**src/rtl/fpga_uart_top.sv**
```systemverilog
// fpga_uart_top: 8N1 UART transmitter and receiver with a 2-bit symbol decoder
// on the receive path. TX and RX run independently; tx may be looped back to rx.
module fpga_uart_top #(
  parameter int unsigned CLK_FREQ     = 50_000_000,
  parameter int unsigned BAUD_RATE    = 9600,
  parameter int unsigned CLKS_PER_BIT = CLK_FREQ / BAUD_RATE
) (
  input  logic       clk,
  input  logic       rst_n,
  input  logic       rx,
  input  logic [7:0] data_in,
  input  logic       send,
  output logic       tx,
  output logic [1:0] data_out,
  output logic       valid,
  output logic       busy
);

  localparam int unsigned CNT_W = (CLKS_PER_BIT > 1) ? $clog2(CLKS_PER_BIT) : 1;
  localparam logic [CNT_W-1:0] BIT_END  = CNT_W'(CLKS_PER_BIT - 1);
  localparam logic [CNT_W-1:0] HALF_END = CNT_W'((CLKS_PER_BIT / 2) - 1);

  typedef enum logic [1:0] {
    ST_IDLE  = 2'd0,
    ST_START = 2'd1,
    ST_DATA  = 2'd2,
    ST_STOP  = 2'd3
  } uart_state_e;

  // Transmitter state
  uart_state_e      r_tx_state, w_tx_state_nxt;
  logic [CNT_W-1:0] r_tx_cnt, w_tx_cnt_nxt;
  logic [2:0]       r_tx_bit, w_tx_bit_nxt;
  logic [7:0]       r_tx_shift, w_tx_shift_nxt;
  logic             r_tx, w_tx_nxt;
  logic             r_busy, w_busy_nxt;

  // Receiver state
  logic             r_rx_s1, r_rx_s2;
  uart_state_e      r_rx_state, w_rx_state_nxt;
  logic [CNT_W-1:0] r_rx_cnt, w_rx_cnt_nxt;
  logic [2:0]       r_rx_bit, w_rx_bit_nxt;
  logic [7:0]       r_rx_byte, w_rx_byte_nxt;
  logic [1:0]       r_data_out, w_data_out_nxt;
  logic             r_valid, w_valid_nxt;

  assign tx       = r_tx;
  assign busy     = r_busy;
  assign data_out = r_data_out;
  assign valid    = r_valid;

  // TX next-state: serialize start, 8 data bits LSB first, stop
  always_comb begin
    w_tx_state_nxt = r_tx_state;
    w_tx_cnt_nxt   = r_tx_cnt;
    w_tx_bit_nxt   = r_tx_bit;
    w_tx_shift_nxt = r_tx_shift;
    w_tx_nxt       = r_tx;
    w_busy_nxt     = r_busy;
    unique case (r_tx_state)
      ST_IDLE: begin
        w_tx_nxt   = 1'b1;
        w_busy_nxt = 1'b0;
        if (send) begin
          w_tx_state_nxt = ST_START;
          w_tx_shift_nxt = data_in;
          w_tx_cnt_nxt   = '0;
          w_tx_nxt       = 1'b0;
          w_busy_nxt     = 1'b1;
        end
      end
      ST_START: begin
        if (r_tx_cnt == BIT_END) begin
          w_tx_cnt_nxt   = '0;
          w_tx_bit_nxt   = 3'd0;
          w_tx_state_nxt = ST_DATA;
          w_tx_nxt       = r_tx_shift[0];
        end else begin
          w_tx_cnt_nxt = r_tx_cnt + CNT_W'(1);
        end
      end
      ST_DATA: begin
        if (r_tx_cnt == BIT_END) begin
          w_tx_cnt_nxt = '0;
          if (r_tx_bit == 3'd7) begin
            w_tx_state_nxt = ST_STOP;
            w_tx_nxt       = 1'b1;
          end else begin
            w_tx_bit_nxt   = r_tx_bit + 3'd1;
            w_tx_shift_nxt = {1'b0, r_tx_shift[7:1]};
            w_tx_nxt       = r_tx_shift[1];
          end
        end else begin
          w_tx_cnt_nxt = r_tx_cnt + CNT_W'(1);
        end
      end
      ST_STOP: begin
        if (r_tx_cnt == BIT_END) begin
          w_tx_cnt_nxt   = '0;
          w_tx_state_nxt = ST_IDLE;
          w_busy_nxt     = 1'b0;
          w_tx_nxt       = 1'b1;
        end else begin
          w_tx_cnt_nxt = r_tx_cnt + CNT_W'(1);
        end
      end
      default: begin
        w_tx_state_nxt = ST_IDLE;
      end
    endcase
  end

  // TX registers
  always_ff @(posedge clk) begin
    if (!rst_n) begin
      r_tx_state <= ST_IDLE;
      r_tx_cnt   <= '0;
      r_tx_bit   <= 3'd0;
      r_tx_shift <= 8'd0;
      r_tx       <= 1'b1;
      r_busy     <= 1'b0;
    end else begin
      r_tx_state <= w_tx_state_nxt;
      r_tx_cnt   <= w_tx_cnt_nxt;
      r_tx_bit   <= w_tx_bit_nxt;
      r_tx_shift <= w_tx_shift_nxt;
      r_tx       <= w_tx_nxt;
      r_busy     <= w_busy_nxt;
    end
  end

  // RX two-flop synchronizer; resets to the idle-high line level
  always_ff @(posedge clk) begin
    if (!rst_n) begin
      r_rx_s1 <= 1'b1;
      r_rx_s2 <= 1'b1;
    end else begin
      r_rx_s1 <= rx;
      r_rx_s2 <= r_rx_s1;
    end
  end

  // RX next-state: centre-sample the frame, decode legal symbols on a good stop bit
  always_comb begin
    w_rx_state_nxt = r_rx_state;
    w_rx_cnt_nxt   = r_rx_cnt;
    w_rx_bit_nxt   = r_rx_bit;
    w_rx_byte_nxt  = r_rx_byte;
    w_data_out_nxt = r_data_out;
    w_valid_nxt    = r_valid;
    unique case (r_rx_state)
      ST_IDLE: begin
        if (!r_rx_s2) begin
          w_rx_state_nxt = ST_START;
          w_rx_cnt_nxt   = '0;
          w_valid_nxt    = 1'b0;
        end
      end
      ST_START: begin
        if (r_rx_cnt == HALF_END) begin
          w_rx_cnt_nxt = '0;
          if (!r_rx_s2) begin
            w_rx_state_nxt = ST_DATA;
            w_rx_bit_nxt   = 3'd0;
          end else begin
            w_rx_state_nxt = ST_IDLE;
          end
        end else begin
          w_rx_cnt_nxt = r_rx_cnt + CNT_W'(1);
        end
      end
      ST_DATA: begin
        if (r_rx_cnt == BIT_END) begin
          w_rx_cnt_nxt  = '0;
          w_rx_byte_nxt = {r_rx_s2, r_rx_byte[7:1]};
          if (r_rx_bit == 3'd7) begin
            w_rx_state_nxt = ST_STOP;
          end else begin
            w_rx_bit_nxt = r_rx_bit + 3'd1;
          end
        end else begin
          w_rx_cnt_nxt = r_rx_cnt + CNT_W'(1);
        end
      end
      ST_STOP: begin
        if (r_rx_cnt == BIT_END) begin
          w_rx_cnt_nxt   = '0;
          w_rx_state_nxt = ST_IDLE;
          if (r_rx_s2 && (r_rx_byte[7:4] == 4'b0000) && (r_rx_byte[1:0] == 2'b01)) begin
            w_data_out_nxt = r_rx_byte[3:2];
            w_valid_nxt    = 1'b1;
          end
        end else begin
          w_rx_cnt_nxt = r_rx_cnt + CNT_W'(1);
        end
      end
      default: begin
        w_rx_state_nxt = ST_IDLE;
      end
    endcase
  end

  // RX registers
  always_ff @(posedge clk) begin
    if (!rst_n) begin
      r_rx_state <= ST_IDLE;
      r_rx_cnt   <= '0;
      r_rx_bit   <= 3'd0;
      r_rx_byte  <= 8'd0;
      r_data_out <= 2'b00;
      r_valid    <= 1'b0;
    end else begin
      r_rx_state <= w_rx_state_nxt;
      r_rx_cnt   <= w_rx_cnt_nxt;
      r_rx_bit   <= w_rx_bit_nxt;
      r_rx_byte  <= w_rx_byte_nxt;
      r_data_out <= w_data_out_nxt;
      r_valid    <= w_valid_nxt;
    end
  end

endmodule

```
**config.mk**
```make
export PLATFORM = sky130hd
export DESIGN_NAME = fpga_uart_top
export DESIGN_NICKNAME = d
export VERILOG_FILES = /design/src/rtl/fpga_uart_top.sv
export SDC_FILE = /design/constraint.sdc
export NUM_CORES = 1
export LEC_CHECK = 0
export ABC_AREA = 1
export ABC_CLOCK_PERIOD_IN_PS = 1800
export BUFFER_PORTS_ARGS = -buffer_cell sky130_fd_sc_hd__buf_2
export CAP_MARGIN = 20
export CORE_ASPECT_RATIO = 1.4
export CORE_MARGIN = 5
export CORE_UTILIZATION = 30
export DETAILED_ROUTE_END_ITERATION = 6
export PLACE_DENSITY = 0.57
export SKIP_CTS_REPAIR_TIMING = 1
export SYNTH_ARGS = -nofsm -noshare
export SYNTH_HDL_FRONTEND = slang
export SYNTH_SLANG_ARGS = --single-unit
```
**constraint.sdc**
```tcl
create_clock -name clk -period 1.8 [get_ports clk]
set_clock_uncertainty 0.05 [all_clocks]
set_input_delay 0.09 -clock clk [delete_from_list [all_inputs] [get_ports clk]]
set_output_delay 0.09 -clock clk [all_outputs]
set_load 0.05 [all_outputs]
```
==> results.sh <==
export IMPL_synth_nets=460
export IMPL_portBuffers=16
export IMPL_avgSynthCellArea_um2=6.929
export IMPL_outcome="finished, violations left"
export IMPL_synth_flop_cell="dfxtp_1"
export IMPL_drive_above_1_share=0.2070
export IMPL_cts_buffers=9
export IMPL_cts_root_buf="clkbuf_16"
export IMPL_synth_common_cells="nand2_1, dfxtp_1, inv_1"
export IMPL_cts_tree="done"
export IMPL_clk_pin_slew_worst_paths_ps=50
export IMPL_ir_drop_mv=0.7523
export IMPL_crit_arrival_ps=1910
export IMPL_remaining_drc_errors=0
export IMPL_via_count=2835
export IMPL_setup_viol=0
export IMPL_synth_edf_count=0
export IMPL_synth_top_cell_by_area="dfxtp_1"
export IMPL_timing_reg2reg_setup_slack_ps=90
export IMPL_netlist_top_cells_area="dfxtp_1, nand2_1, inv_1"
export IMPL_die_w_um=94.91
export IMPL_grt_first_pass_wirelength_mm=11.37
export IMPL_synthesis_area_mm2=0.003028
export IMPL_synth_top_area_frac=0.3901
export IMPL_layout_min_cycle_time_ps=1714
export IMPL_tightest_slew_ps=619.5
export IMPL_critPathCaptureType="register"
export IMPL_io_pins=17
export IMPL_clk_latency_ps=320
export IMPL_slew_violations=0
export IMPL_yosysSeqAreaShare=0.3901
export IMPL_drt_iter0_drc=168
export IMPL_finalNetCount=506
export IMPL_vias_per_cell=4.551
export IMPL_cts_sinks=59
export IMPL_placementRows=43
export IMPL_syn2layout_area_growth_pct=27.77
export IMPL_totalWireLength_mm=6.715
export IMPL_finalCritPeriodShare=0.9522
export IMPL_ys_ff_latch=59
export IMPL_ant_nets=0
export IMPL_start_util=0.3059
export IMPL_p_leak_nw=1.660
export IMPL_slew_headroom=0.5865
export IMPL_holdWs_ps=-14.43
export IMPL_grt_max_degree=19
export IMPL_synthArstFlopShare=0
export IMPL_hold_class="in -> reg"
export IMPL_core_mm2=0.009899
export IMPL_dieArea_mm2=0.01223
export IMPL_n_antenna_cell=0
export IMPL_drt_pass1_iterations=5
export IMPL_die_y_um=128.9
export IMPL_rsz0062_at_grt="yes"
export IMPL_final_core_util=0.3908
export IMPL_dp_hpwl_mm=4.836
export IMPL_startpoint_type="register"
export IMPL_cts_buffer_depth=2
export IMPL_cp_max_fo=3
export IMPL_fmax_ghz=0.5834
export IMPL_synthCells=437
export IMPL_powerDensity_mw_per_mm2=1186
export IMPL_worstPathRequired_ps=1990
export IMPL_critical_path_class="reg -> reg"
export IMPL_cts_max_level=3
export IMPL_grt_pass1_vias=2635
export IMPL_wire_per_inst_um=10.78
export IMPL_failed_checks="hold timing"
export IMPL_antenna_found_initial=0
export IMPL_yosys_warnings=0
export IMPL_gr_usage_all_layers=0.1165
export IMPL_overflow=0
export IMPL_hold_violations=1
export IMPL_maxCapViolCount=0
export IMPL_ys_types=34
export IMPL_gp_congestion=0.8165
export IMPL_yosysMostFrequentCell="nand2_1"
==> final cells by class <==
type / instances / area, µm²
clock inverter: 5 / 100.1
multi-input combinational: 304 / 1619
tap: 135 / 168.9
inverter: 65 / 245.2
clock buffer: 11 / 242.7
timing repair buffer: 44 / 305.3
fill: 1029 / 6031
sequential: 59 / 1187
==> registers in the layout, indices dropped and copies added, names as in the netlist, named ones only <==
signal,count
r_rx_byte,8
valid,1
r_tx_shift,8
r_rx_s1,1
busy,1
r_rx_bit,3
r_rx_cnt,13
tx,1
r_tx_cnt,13
data_out,2
r_tx_bit,3
r_tx_state,2
r_rx_state,1
r_rx_s2,1
==> where the power goes <==
| group | switching [mW] | internal [mW] |
|---|---|---|
| sequential | 0.0846 | 1.44 |
| clock | 0.564 | 1.38 |
| combinational | 0.694 | 0.418 |
==> metal layers <==
metal | up-vias | share of wire | wire (µm) | GRT usage
li1 | 1505 | - | - | -
met2 | 36 | 0.49 | 3313 | 0.1973
met5 | - | 0 | 0 | 0
met4 | 0 | 0.016 | 106 | 0.04928
met3 | 9 | 0.030 | 203 | 0.03041
met1 | 1285 | 0.46 | 3091 | 0.1380
==> final timing paths <==
kind | cells after the start | startpoint | end
worst max-delay path | 9 | r_rx_cnt[1]$_SDFFE_PN0P_ | r_rx_cnt[12]$_SDFFE_PN0P_
worst min-delay path | 3 | data_in[7] | r_tx_shift[7]$_SDFFE_PN0P_
worst max register to register | 9 | r_rx_cnt[1]$_SDFFE_PN0P_ | r_rx_cnt[12]$_SDFFE_PN0P_
worst min register to register | 1 | r_rx_s1$_SDFF_PN1_ | r_rx_s2$_SDFF_PN1_
==> worst max-delay path: stages (launching register included) <==
cell and delay, ps:
dfxtp_1 350, ha_2 210, nand2_1 70, buf_4 140
nor2_1 150, inv_1 110, nor3_2 220, xor2_1 160
nand2_1 70, a21oi_1 110
==> layout by cell type, fill, tap and decap left out, types with 2 or more instances in the layout <==
cell type | netlist | final
nor2_2 | 2 | 6
xnor2_1 | 2 | 2
buf_4 | 3 | 26
o21ai_1 | 1 | 5
nand3_2 | 2 | 4
clkbuf_16 | 0 | 9
ha_1 | 11 | 7
o22ai_1 | 3 | 3
o21ai_0 | 38 | 34
nor2_1 | 45 | 41
nand2_1 | 97 | 94
or2_2 | 2 | 2
nand2_2 | 3 | 6
a211oi_1 | 4 | 3
nand4_1 | 5 | 5
o211ai_1 | 2 | 2
dfxtp_1 | 59 | 54
ha_2 | 0 | 3
xor2_1 | 3 | 3
inv_1 | 59 | 58
dfxtp_2 | 0 | 5
clkinv_2 | 1 | 3
nor3_1 | 5 | 4
buf_2 | 0 | 16
nand3_1 | 21 | 19
nor2_4 | 2 | 2
bufinv_16 | 0 | 3
o211a_1 | 3 | 3
inv_2 | 5 | 6
a21oi_1 | 44 | 44
o21ai_2 | 2 | 2
==> cells by family (layout without fill, tap and decap cells) <==
family | count (synthesis) | count (layout) | synth area share
buf+inv | 75 | 125 | 0.1021
compound gates | 99 | 100 | 0.1785
xor+xnor | 5 | 5 | 0.01447
simple gates | 188 | 188 | 0.2694
fa+ha+maj | 11 | 11 | 0.04545
flops | 59 | 59 | 0.3901
==> per-stage QoR <==
stage	cells	TNS, ps	setup slack (ps)	power [mW]	instance area (µm²)
finish	623	0	85.98	4.587	3869
global route	623	-166.7	-51.38	4.858	3869
CTS	619	-563.8	-89.83	4.500	3756
detailed placement	603	-466.9	-73.77	2.529	3413
global placement	603	0	31.00	2.526	3413
floorplan	437	0	55.11	2.236	3028
(Power assumes the default switching activity.)
